<file path="src/rtl/imem_arbiter.sv">
// imem_arbiter: shares the single-port program memory between CPU fetch
// and the program loader with round-robin grant and a 4-phase sequencer.
module imem_arbiter #(
    parameter int ADDR_WIDTH = 4,
    parameter int DATA_WIDTH = 8
) (
    input  logic                  clk,
    input  logic                  rst,
    input  logic                  cpu_req,
    input  logic [ADDR_WIDTH-1:0] cpu_addr,
    output logic [DATA_WIDTH-1:0] cpu_rdata,
    output logic                  cpu_ack,
    input  logic                  ldr_req,
    input  logic                  ldr_we,
    input  logic [ADDR_WIDTH-1:0] ldr_addr,
    input  logic [DATA_WIDTH-1:0] ldr_wdata,
    output logic [DATA_WIDTH-1:0] ldr_rdata,
    output logic                  ldr_ack,
    input  logic                  ldr_session,
    output logic                  mem_en,
    output logic                  mem_we,
    output logic [ADDR_WIDTH-1:0] mem_addr,
    output logic [DATA_WIDTH-1:0] mem_wdata,
    input  logic [DATA_WIDTH-1:0] mem_rdata,
    output logic                  busy,
    output logic                  owner
);

    typedef enum logic [1:0] {
        IDLE,
        ACCESS,
        RESP,
        DONE
    } state_t;

    state_t state;
    logic   ptr;
    logic   en_q;
    logic   we_q;
    logic   acc_we;
    logic   cpu_elig;
    logic   ldr_elig;
    logic   grant_ldr;

    assign cpu_elig  = cpu_req & ~ldr_session;
    assign ldr_elig  = ldr_req;
    assign grant_ldr = ldr_elig & (~cpu_elig | ptr);

    // Reset masks the strobes so an abandoned write never lands in the array.
    assign mem_en = en_q & ~rst;
    assign mem_we = we_q & ~rst;

    always_ff @(posedge clk) begin
        if (rst) begin
            state     <= IDLE;
            ptr       <= 1'b0;
            en_q      <= 1'b0;
            we_q      <= 1'b0;
            acc_we    <= 1'b0;
            mem_addr  <= '0;
            mem_wdata <= '0;
            cpu_rdata <= '0;
            ldr_rdata <= '0;
            cpu_ack   <= 1'b0;
            ldr_ack   <= 1'b0;
            busy      <= 1'b0;
            owner     <= 1'b0;
        end else begin
            unique case (state)
                IDLE: begin
                    if (cpu_elig | ldr_elig) begin
                        state    <= ACCESS;
                        owner    <= grant_ldr;
                        ptr      <= ~grant_ldr;
                        busy     <= 1'b1;
                        en_q     <= 1'b1;
                        we_q     <= grant_ldr & ldr_we;
                        acc_we   <= grant_ldr & ldr_we;
                        mem_addr <= grant_ldr ? ldr_addr : cpu_addr;
                        if (grant_ldr & ldr_we)
                            mem_wdata <= ldr_wdata;
                    end
                end
                ACCESS: begin
                    en_q  <= 1'b0;
                    we_q  <= 1'b0;
                    state <= RESP;
                end
                RESP: begin
                    if (!acc_we) begin
                        if (owner)
                            ldr_rdata <= mem_rdata;
                        else
                            cpu_rdata <= mem_rdata;
                    end
                    ldr_ack <= owner;
                    cpu_ack <= ~owner;
                    state   <= DONE;
                end
                DONE: begin
                    ldr_ack <= 1'b0;
                    cpu_ack <= 1'b0;
                    busy    <= 1'b0;
                    state   <= IDLE;
                end
            endcase
        end
    end

endmodule

</file>
<file path="config.mk">
export PLATFORM = sky130hd
export DESIGN_NAME = imem_arbiter
export DESIGN_NICKNAME = d
export VERILOG_FILES = /design/src/rtl/imem_arbiter.sv
export SDC_FILE = /design/constraint.sdc
export NUM_CORES = 1
export LEC_CHECK = 0
export ABC_CLOCK_PERIOD_IN_PS = 2620
export CAP_MARGIN = 15
export CELL_PAD_IN_SITES_DETAIL_PLACEMENT = 0
export CELL_PAD_IN_SITES_GLOBAL_PLACEMENT = 1
export CORE_MARGIN = 4
export CORE_UTILIZATION = 33
export CTS_CLUSTER_DIAMETER = 120
export CTS_CLUSTER_SIZE = 28
export DETAILED_ROUTE_END_ITERATION = 16
export GPL_TIMING_DRIVEN = 0
export PLACE_DENSITY = 0.85
export SYNTH_ARGS = -nofsm -noshare
export SYNTH_HDL_FRONTEND = slang
export SYNTH_SLANG_ARGS = --single-unit
</file>
<file path="constraint.sdc">
create_clock -name clk -period 2.62 [get_ports clk]
set_input_delay 0.524 -clock clk [delete_from_list [all_inputs] [get_ports clk]]
set_output_delay 0.524 -clock clk [all_outputs]
set_load 0.005 [all_outputs]
</file>
### After elaboration in Yosys (flattened, before gate mapping)

Cells that the tools add are included.

| word-level totals | value |
|---|---|
| flip-flop bits (word level) | 38 |
| bits in latches | 0 |
| bits in writable memories | 0 |
| ROM bits | 0 |
| output and inout port bits | 34 |
| word-level logic and storage cells | 50 |
| memories kept | 0 |

| cells by class | value |
|---|---|
| add/sub/neg operators | 0 |
| multipliers | 0 |
| div/mod/pow operators | 0 |
| $lt $le $gt $ge | 0 |
| equality and inequality tests | 4 |
| shifts and indexed selects | 0 |
| multiplexer cells | 10 |
| bitwise logic cells | 13 |
| reductions and logical operators | 10 |

Operators by type and width:

| operator | count |
|---|---|
| case mux 1 bit (2 select lines) | 5 |
| AND reduction 3 bit | 3 |
| case mux 2 bit (4 select lines) | 1 |
| NOT 1 bit | 6 |
| AND reduction 2 bit | 3 |
| nonzero test 2 bit | 3 |
| bitwise AND 1 bit | 5 |
| equality test 2 bit, second input constant | 2 |
| two-way mux 4 bit | 1 |
| equality test 2 x 1 -> 1 bit, second input constant | 1 |
| zero test 2 bit | 1 |
| two-way mux 1 bit | 2 |
| two-way mux 2 bit | 1 |
| inequality test 2 bit, second input constant | 1 |
| bitwise OR 1 bit | 2 |

### Logic depth before layout (Yosys ltp)

| logic depth | value |
|---|---|
| word-level depth | 8 |
| mapped depth | 7 |
| mapped depth without buffers | 6 |

### Least setup slack after synthesis

Ideal clock, no wire load.

| timing | value |
|---|---|
| path type | flip-flop to flip-flop |
| start point | register state[0] |
| end point | register busy |
| arrival | 1.455 ns |
| setup slack | 1.078 ns |
| cell stages (with the launch flop) | 7 |
| path buffers | 1 |
| path through | dfxtp_1 -> inv_1 -> ha_1 -> or3b_1 -> clkbuf_2 -> a211o_1 -> o31ai_1 |

| between the ends | value |
|---|---|
| longest elaborated chain between the ends | 3 |
| elaborated cells between the ends (all ways) | 6 |
| those cells by class | eq/ne (2); mux (1); reduce/logical (3) |

RTL lines:

| item | line | source |
|---|---|---|
| start, declared | 36 | `state_t state;` |
| start signal, assigned | 55 | `state <= IDLE;` |
| start signal, assigned | 72 | `state <= ACCESS;` |
| start signal, assigned | 87 | `state <= RESP;` |
| equality test 2 bit or zero test 2 bit (tied branches) | 69 | `unique case (state)` |
| nonzero test 2 bit (no source line) or inequality test 2 bit (tied branches) | - |  |
| AND reduction 2 bit (no source line) | - |  |
| end signal, assigned | 66 | `busy <= 1'b0;` |
| end signal, assigned | 75 | `busy <= 1'b1;` |
| end signal, assigned | 103 | `busy <= 1'b0;` |
| end, declared | 25 | `output logic busy,` |

Several ways; a longest one is shown, not always the timed one.
A chain may end at the register's enable or synchronous reset.

### Worst setup path after layout

| timing | value |
|---|---|
| start point | input rst |
| end point | output mem_en |

| between the ends | value |
|---|---|
| longest elaborated chain between the ends | 2 |

RTL lines:

| item | line | source |
|---|---|---|
| start, declared | 8 | `input logic rst,` |
| NOT 1 bit | 50 | `assign mem_en = en_q & ~rst;` |
| bitwise AND 1 bit | 50 |  |
| end, declared | 20 | `output logic mem_en,` |

Every way passes these cells.

==> results.ini <==
[cts]
cts_hold_buf=0
cts_buffers=5
htreeDepth=2
root_buffer=clkbuf_8
clockBufferDepth=2
clock_latency_ns=0.29
postCtsSetupBuffers=0
cts_tree=done
cts_resized=0
cts.sinks=38
clkTransAtPathRegs_ns=0.07

[final_layout]
antenna_cells=0
area_growth_pct=54.0
drive_above_1_share=0.0588
final_common_cell=clkdlybuf4s50_1
most-common-layout-cells=clkdlybuf4s50_1, dfxtp_1, nor2_1, mux2i_1
final_nets=256

[global_routing]
grt_max_degree=12
overflow=0
antenna_found_initial=0
grt_pass1_wl_um=5540
grt_pass1_vias=1189
grt_usage=0.130

[critical_path]
cp-end-kind=primary output
worstPathMaxFanout=5
path_class=in -> out
timing.rr.end=mem_wdata[0]$_SDFFE_PP0P_
r2r_cells=7
r2r_slack_ns=0.91
worst_setup_path_start_kind=primary input
r2r-start=state[0]$_SDFFE_PP0P_
cp.required_ns=2.10
cp_data_arrival_time_ns=1.73

[min_path]
min_from=mem_addr[0]$_SDFFE_PP0P_
whs_path_depth=2
min_to=mem_addr[0]$_SDFFE_PP0P_
hold_class=reg -> reg

[timing]
setup_viol=0
slew-limit-headroom=0.605
tns_ns=0
clock_skew_ns=0.00663
fin_crit_ns=2.25
slew_viol_final=0
worst_pin_slew_ns=0.588
fmax_ghz=0.444
timing.final.ws_setup_ns=0.369
finalHoldViolCount=0
min_period_over_period=0.859
rsz0062_at_grt=false

[pwr]
ir_worst_vdd_uv=408
swShare=0.277
p_seq_frac=0.410
combPwrFrac=0.306
p_leak_nw=0.926
power_per_cell_area_nw_per_um2=766
clkPwrFrac=0.284
p_sw_mw=0.489
p_int_mw=1.28

[floorplanning]
fp-row-count=24
start_util=0.342
die_area_um2=5680
coreArea_um2=4380
die_x_um=75.4
io-pin-count=64
fp.dieH_um=75.4

[placement]
gp_congestion=0.708
port_buffers=63
place_ws_ns=0.375
hpwl_um=2630

[synthesis]
synth_seq_cells=38
yosysWarnings=0
syn_nets=186
avgSynthCellArea_um2=9.92
ys_seq_area_frac=0.508
syn_inst=151
netlist_area_um2=1500
synth.distinct_cells=27

[routing]
dr.pass1.iters=3
drt-total-wl_um=3570
ant_nets=0
num_vias=1245
vias_per_cell=4.56
wl_per_cell_um=13.1
first_iter_violations=25
drc=0

[run_status]
outcome=finished clean

[run]
maxCapViolCount=0

-- per-layer routing --
layer  GRT usage  up-vias  wire, um
met1       0.161      543      1560
met3      0.0699        6       360
met5           0        -         0
li1            -      654         -
met4      0.0350        0        37
met2       0.199       42      1610
-- worst max-delay path by stage --
stage / from / to / slack [ns] / depth (start not counted)
global route: rst / mem_en / 0.33 / 3
CTS: rst / mem_en / 0.37 / 3
global placement: rst / mem_we / 0.36 / 3
finish: rst / mem_en / 0.37 / 3
detailed placement: rst / mem_en / 0.38 / 3
floorplan: state[0]$_SDFFE_PP0P_ / busy$_SDFFE_PP0P_ / 1.08 / 6
-- registers in the layout (all words and copies together), names as in the netlist --
register   flops
owner          1
busy           1
mem_wdata      8
ldr_ack        1
cpu_ack        1
mem_addr       4
ldr_rdata      8
acc_we         1
ptr            1
en_q           1
state          2
we_q           1
cpu_rdata      8
-- critical path, stage by stage --
cell and delay (ns):
clkdlybuf4s50_1 0.49, nor2b_1 0.19, clkdlybuf4s50_1 0.52
-- power groups by stage --
stage | clock network, mW | logic, mW | registers (mW)
final | 0.502 | 0.540 | 0.724
after detailed placement | 0 | 0.549 | 0.739
after global placement | 0 | 0.545 | 0.733
after global routing | 0.540 | 0.605 | 0.735
after floorplan | 0 | 0.297 | 0.736
after CTS | 0.518 | 0.552 | 0.726
-- cell usage after synthesis (all sizes together) --
master | instances | area (um^2)
ha | 5 | 62.6
a22oi | 4 | 30.0
or3b | 1 | 8.76
dfxtp | 38 | 761
a21oi | 7 | 35.0
nor3b | 3 | 22.5
o21ai | 2 | 10.0
nand2 | 7 | 26.3
a311oi | 1 | 8.76
clkbuf | 2 | 8.75
inv | 4 | 15.0
and3 | 1 | 7.51
a211oi | 1 | 7.51
nor3 | 3 | 15.0
a21o | 1 | 7.51
mux2i | 27 | 270
nand3b | 1 | 7.51
buf | 6 | 26.3
a211o | 1 | 8.76
nor2b | 3 | 26.3
o31ai | 1 | 7.51
nor2 | 31 | 116
a22o | 1 | 8.76
-- stage by stage --
stage | std cells | total power, mW | hold slack [ns] | util | instance area, um^2
finish | 273 | 1.77 | 0.452 | 0.526 | 2310
global route | 273 | 1.88 | 0.476 | 0.526 | 2310
CTS | 273 | 1.80 | 0.459 | 0.526 | 2310
detailed placement | 266 | 1.29 | 0.449 | 0.500 | 2190
global placement | 266 | 1.28 | 0.439 | 0.500 | 2190
floorplan | 151 | 1.03 | 0.448 | - | 1500
-- final cells by class --
type	count	area [um^2]
clock inverters	1	30.0
well taps	52	65.1
multi-input cells	101	687
flip-flops and latches	38	761
plain buffers	8	35.0
clock buffers	6	82.6
fillers	421	2080
inverters	4	15.0
repair buffers	63	631
-- cell families (layout without fill, tap and decap cells) --
group | count (synthesis) | in the layout | share of synthesized area
muxes | 27 | 27 | 0.180
buffers and inverters | 12 | 82 | 0.0334
AOI/OAI and AO/OA | 19 | 19 | 0.0827
and+or+nand+nor | 50 | 50 | 0.154
adders and majority gates | 5 | 5 | 0.0418
DFF | 38 | 38 | 0.508
Power figures use the tool's default switching activity.
